`src/rtl/npu_pkg.sv`:
```
// Shared NPU definitions: MAC sequencer FSM states and MAC accumulator geometry.
package npu_pkg;

    localparam int unsigned MAC_ACC_WIDTH = 36;
    localparam int unsigned MAC_OUT_LSB   = 20;
    localparam int unsigned PERF_CNT_W    = 32;

    typedef enum logic [2:0] {
        ST_IDLE  = 3'd0,
        ST_LOAD  = 3'd1,
        ST_ACC   = 3'd2,
        ST_DRAIN = 3'd3,
        ST_RESP  = 3'd4
    } mac_seq_state_e;

endpackage

```
`src/rtl/mac_seq.sv`:
```
// mac_seq: operand sequencer and result collector for one MAC lane.
// Loads the bias, streams operand beats into the MAC, drains the truncated
// accumulator and returns it over a valid/ready result port.
// Optional feature macro: MAC_SEQ_PERF_EN (done/stall performance counters).
module mac_seq #(
    parameter int unsigned DATA_WIDTH = 16,
    parameter int unsigned LEN_W      = 8
) (
    input  logic                  clk,
    input  logic                  rst_n,
    input  logic                  cmd_valid_i,
    output logic                  cmd_ready_o,
    input  logic [LEN_W-1:0]      cmd_len_i,
    input  logic [DATA_WIDTH-1:0] cmd_bias_i,
    input  logic                  op_valid_i,
    output logic                  op_ready_o,
    input  logic [DATA_WIDTH-1:0] op_a_i,
    input  logic [DATA_WIDTH-1:0] op_b_i,
    output logic [DATA_WIDTH-1:0] mac_rs1_o,
    output logic [DATA_WIDTH-1:0] mac_rs2_o,
    output logic                  mac_func_o,
    output logic                  mac_activated_o,
    input  logic [DATA_WIDTH-1:0] mac_vrd_i,
    output logic                  res_valid_o,
    input  logic                  res_ready_i,
    output logic [DATA_WIDTH-1:0] res_data_o,
    output logic [31:0]           done_cnt_o,
    output logic [31:0]           stall_cnt_o
);
    import npu_pkg::*;

    mac_seq_state_e        state_q, state_d;
    logic [LEN_W-1:0]      remain_q, remain_d;
    logic [DATA_WIDTH-1:0] bias_q, bias_d;
    logic [DATA_WIDTH-1:0] res_data_q, res_data_d;

    // Next-state, datapath updates and MAC/handshake drive per state
    always_comb begin
        state_d         = state_q;
        remain_d        = remain_q;
        bias_d          = bias_q;
        res_data_d      = res_data_q;
        cmd_ready_o     = 1'b0;
        op_ready_o      = 1'b0;
        res_valid_o     = 1'b0;
        mac_rs1_o       = '0;
        mac_rs2_o       = '0;
        mac_func_o      = 1'b0;
        mac_activated_o = 1'b0;
        case (state_q)
            ST_IDLE: begin
                cmd_ready_o = 1'b1;
                if (cmd_valid_i) begin
                    remain_d = cmd_len_i;
                    bias_d   = cmd_bias_i;
                    state_d  = ST_LOAD;
                end
            end
            ST_LOAD: begin
                mac_func_o      = 1'b1;
                mac_activated_o = 1'b1;
                mac_rs2_o       = bias_q;
                state_d         = (remain_q != '0) ? ST_ACC : ST_DRAIN;
            end
            ST_ACC: begin
                op_ready_o      = 1'b1;
                mac_rs1_o       = op_a_i;
                mac_rs2_o       = op_b_i;
                mac_activated_o = op_valid_i;
                if (op_valid_i) begin
                    remain_d = remain_q - LEN_W'(1);
                    if (remain_q == LEN_W'(1)) begin
                        state_d = ST_DRAIN;
                    end
                end
            end
            ST_DRAIN: begin
                // MAC inputs are idle here, so vrd shows accumulator[35:20]
                res_data_d = mac_vrd_i;
                state_d    = ST_RESP;
            end
            ST_RESP: begin
                res_valid_o = 1'b1;
                if (res_ready_i) begin
                    state_d = ST_IDLE;
                end
            end
            default: begin
                state_d = ST_IDLE;
            end
        endcase
    end

    // State and datapath registers
    always_ff @(posedge clk or negedge rst_n) begin
        if (!rst_n) begin
            state_q    <= ST_IDLE;
            remain_q   <= '0;
            bias_q     <= '0;
            res_data_q <= '0;
        end else begin
            state_q    <= state_d;
            remain_q   <= remain_d;
            bias_q     <= bias_d;
            res_data_q <= res_data_d;
        end
    end

    assign res_data_o = res_data_q;

`ifdef MAC_SEQ_PERF_EN
    logic [PERF_CNT_W-1:0] done_cnt_q, done_cnt_d;
    logic [PERF_CNT_W-1:0] stall_cnt_q, stall_cnt_d;

    // Completed-command and ACC-stall counters, free-running with wrap
    always_comb begin
        done_cnt_d  = done_cnt_q;
        stall_cnt_d = stall_cnt_q;
        if (state_q == ST_RESP && res_ready_i) begin
            done_cnt_d = done_cnt_q + PERF_CNT_W'(1);
        end
        if (state_q == ST_ACC && !op_valid_i) begin
            stall_cnt_d = stall_cnt_q + PERF_CNT_W'(1);
        end
    end

    // Counter registers
    always_ff @(posedge clk or negedge rst_n) begin
        if (!rst_n) begin
            done_cnt_q  <= '0;
            stall_cnt_q <= '0;
        end else begin
            done_cnt_q  <= done_cnt_d;
            stall_cnt_q <= stall_cnt_d;
        end
    end

    assign done_cnt_o  = done_cnt_q;
    assign stall_cnt_o = stall_cnt_q;
`else
    assign done_cnt_o  = '0;
    assign stall_cnt_o = '0;
`endif

endmodule

```
`config.mk`:
```
export PLATFORM = sky130hd
export DESIGN_NAME = mac_seq
export DESIGN_NICKNAME = d
export VERILOG_FILES = /design/src/rtl/npu_pkg.sv /design/src/rtl/mac_seq.sv
export SDC_FILE = /design/constraint.sdc
export NUM_CORES = 1
export LEC_CHECK = 0
export ABC_AREA = 1
export CORE_MARGIN = 4
export CORE_UTILIZATION = 36
export DETAILED_ROUTE_END_ITERATION = 7
export MAX_ROUTING_LAYER = met4
export PLACE_DENSITY = 0.79
export SLEW_MARGIN = 20
export SYNTH_ARGS = -nofsm -noshare
export SYNTH_HDL_FRONTEND = slang
export SYNTH_SLANG_ARGS = --single-unit
```
`constraint.sdc`:
```
create_clock -name clk -period 1.8 [get_ports clk]
set_clock_uncertainty 0.1 [all_clocks]
set_input_delay 0.36 -clock clk [delete_from_list [all_inputs] [get_ports clk]]
set_output_delay 0.36 -clock clk [all_outputs]
set_load 0.05 [all_outputs]
```
==> results.json, run 1 <==
{
  "status": "complete, but fails checks",
  "violations": "negative setup slack",
  "multi_input_area_um2": 1546,
  "r2r_slack_ns": 0.18,
  "ys_warn_count": 0,
  "routed_via_density": 4.242,
  "avgSynthCellArea_um2": 9.202,
  "initial_core_util_pct": 37.08,
  "power_frac_comb_pct": 75.1,
  "worstReg2RegStart": "state_q[1]$_DFFE_PN0P_",
  "yosysMostFrequentCell": "buf_4",
  "die_h_um": 97.45,
  "rows": 32,
  "min_path_type": "reg -> reg",
  "hold_viol_final": 0,
  "powerDensity_nw_per_um2": 2034,
  "synth_top_cell_by_area": "dfrtp_1",
  "die-area_um2": 9496,
  "holdPathEnd": "bias_q[15]$_DFFE_PN0P_",
  "r2r.worst_path.cells": 8,
  "cp_max_fo": 22,
  "cts_max_level": 2,
  "drive_gt1_share_pct": 34.57,
  "synthCells": 313,
  "antenna_cells": 0,
  "wl_per_cell_um": 14.18,
  "drc": 0,
  "vias": 2384,
  "cp.required_ns": 1.34,
  "grt_max_degree": 44,
  "finalCritPeriodShare_pct": 108.8,
  "crit_arrival_ns": 1.50,
  "worstSetupEndpointType": "primary output",
  "setup_viol": 35,
  "dpl.hpwl_um": 6209,
  "p_leak_nw": 2.354,
  "p_int_mw": 4.981,
  "fin_crit_ns": 1.958,
  "grt_pass1_vias": 2433,
  "finalMaxSlewViolations": 0,
  "area_delta_synth_final_pct": 67.33,
  "r2r_end": "remain_q[0]$_DFFE_PN0P_",
  "fin_ws_ns": -0.1583,
  "syn_area_um2": 2880,
  "nets": 539,
  "cts_made_buffers": 5,
  "synth_common_cells": "65 x buf_4, 48 x nand2_1, 43 x dfrtp_1",
  "crit_type": "reg -> out",
  "first_pass_iters": 4,
  "grt_pass1_wl_um": 12710,
  "synth_ff_type": "dfrtp_1",
  "port_buffers": 129,
  "cts_root_buffer": "clkbuf_8",
  "grt_antenna_before_repair": 0,
  "clock-sinks": 43,
  "synth-seq-cells": 43,
  "max_freq_ghz": 0.5107,
  "cts_tree": "built",
  "ir_worst_vdd_mv": 0.6774,
  "fillers": 641,
  "fp.dieW_um": 97.45,
  "p_total_mw": 9.802,
  "ant_nets": 0,
  "seqCellArea_um2": 1077,
  "grt_use_total_pct": 17.06,
  "pin_count": 194,
  "power.share.clock_pct": 6.3,
  "grt.overflow.total": 0,
  "cap_violations": 0,
  "crit_path_start_kind": "flip-flop",
  "gp_congestion": 0.8778,
  "seqPwrFrac_pct": 18.6,
  "ys_types": 25,
  "min_path_cells": 1,
  "ys_seq_area_share_pct": 37.36,
  "core_um2": 7767,
  "rsz0062_at_grt": "yes",
  "synth_area_leaders": "dfrtp_1 37%, buf_4 17%, mux2_4 9.9%",
  "synth_top_cell_area_share_pct": 37.36,
  "switching_share_pct": 49.19,
  "routed_wl_um": 7969,
  "path_clk_slew_ns": 0.08,
  "synth-edff-count": 0,
  "drtIter0Drc": 29,
  "final_util_pct": 62.05,
  "holdCritStartpoint": "bias_q[15]$_DFFE_PN0P_",
  "clock_path_buffers": 2,
  "p_switching_mw": 4.821,
  "clk_latency_ns": 0.29,
  "async_reset_ff_share_pct": 100.0
}
==> layout by cell type (no fill, tap or decap), types with 2 or more instances in the layout <==
cell type and n:
nand2_1 48, ha_1 3, mux2_2 13, nor2_4 16
nor2_1 9, dfrtp_1 42, mux2_4 19, inv_2 3
inv_1 35, clkbuf_8 5, nand3_1 8, nor3_4 2
a22o_4 3, buf_4 29, clkinvlp_4 2, clkdlybuf4s50_1 75
o21ai_0 9, buf_12 41, nand3_4 3, a22o_2 13
conb_1 64
==> timing repair <==
action / 4_1_cts / 5_1_grt
endpoints found under the hold margin: 43 / 0
buffers inserted: 5 / 3
endpoints found under the setup margin: 37 / 37
hold buffers: 1 / 0
pin swaps: 3 / 2
resized for setup: 41 / 9
gates cloned: 1 / 0
==> final cells by class <==
type	count	area share, %
flip-flops and latches	43	22.35
repair buffers	148	37.67
clock buffers	6	1.506
inverters	40	3.323
clock inverters	2	0.2596
well taps	102	2.648
repair inverters	1	0.1558
multi-input cells	220	32.09
==> kinds of logic after synthesis <==
group,after synthesis,synth area share [%]
AOI/OAI and AO/OA,28,7.081
DFF,43,37.36
xor gates and xnor gates,1,0.3041
muxes,32,14.99
adders and majority gates,3,1.303
buffers and inverters,113,24.41
and+or+nand+nor,92,14.42
other,1,0.1302
==> per-layer routing <==
layer  wire, um  part of all wire, %  vias to the layer above  global-route usage, %
met3        483                  6.1                        9                  3.661
met1       2935                   37                     1123                  18.73
li1           -                    -                     1157                      -
met2       4467                   56                       95                  31.58
met4         82                  1.0                        0                  3.621
met5          0                    0                        -                      -
==> registers in the layout, summed over array words and instances (netlist names) <==
| register | flops |
|---|---|
| bias_q | 16 |
| remain_q | 8 |
| res_data_o | 16 |
| state_q | 3 |
==> power groups by stage <==
stage | combinational [mW] | clock (mW) | sequential [mW]
CTS | 7.33 | 0.640 | 1.82
floorplan | 3.73 | 0 | 2.43
global route | 7.76 | 0.685 | 1.89
global placement | 6.81 | 0 | 1.79
finish | 7.36 | 0.618 | 1.82
detailed placement | 6.94 | 0 | 1.83
==> per-stage QoR <==
stage / worst slack, ns / area, um2 / setup TNS, ns / std cells / hold slack [ns]
global route: -0.2463 / 4820 / -6.779 / 562 / 0.4389
CTS: -0.1601 / 4762 / -4.158 / 560 / 0.4185
detailed placement: -0.007430 / 4473 / -0.007430 / 546 / 0.2597
floorplan: -0.3181 / 3157 / -4.151 / 376 / -0.03559
finish: -0.1583 / 4820 / -4.096 / 562 / 0.4177
global placement: -0.007837 / 4473 / -0.007837 / 546 / 0.2526
==> worst max-delay path, cell delays in order (launching register included) <==
cell      delay (ns)
dfrtp_2         0.45
nand3b_4        0.22
buf_12          0.21
o21ai_4         0.16
buf_12          0.15
==> how the worst max path moves through the flow <==
stage                           startpoint         endpoint  slack [ns]  cells after the start
floorplan           state_q[0]$_DFFE_PN0P_    mac_rs1_o[10]       -0.32                      4
global placement                op_valid_i  mac_activated_o      -0.008                      4
detailed placement              op_valid_i  mac_activated_o      -0.007                      4
CTS                 state_q[2]$_DFFE_PN0P_    mac_rs2_o[13]       -0.16                      5
global route        state_q[2]$_DFFE_PN0P_     mac_rs2_o[9]       -0.25                      5
finish              state_q[0]$_DFFE_PN0P_  mac_activated_o       -0.16                      4
Note: power is estimated with default switching activity, not from simulation.
==> inputs of run 2 (changes only) <==
--- a/config.mk
+++ b/config.mk
@@ -9,6 +9,7 @@
 export CORE_MARGIN = 4
 export CORE_UTILIZATION = 36
 export DETAILED_ROUTE_END_ITERATION = 7
+export HOLD_SLACK_MARGIN = 0.06
 export MAX_ROUTING_LAYER = met4
 export PLACE_DENSITY = 0.79
 export SLEW_MARGIN = 20
==> results of run 2 <==
Final layout, timing and power as in run 1 (identical DEF).
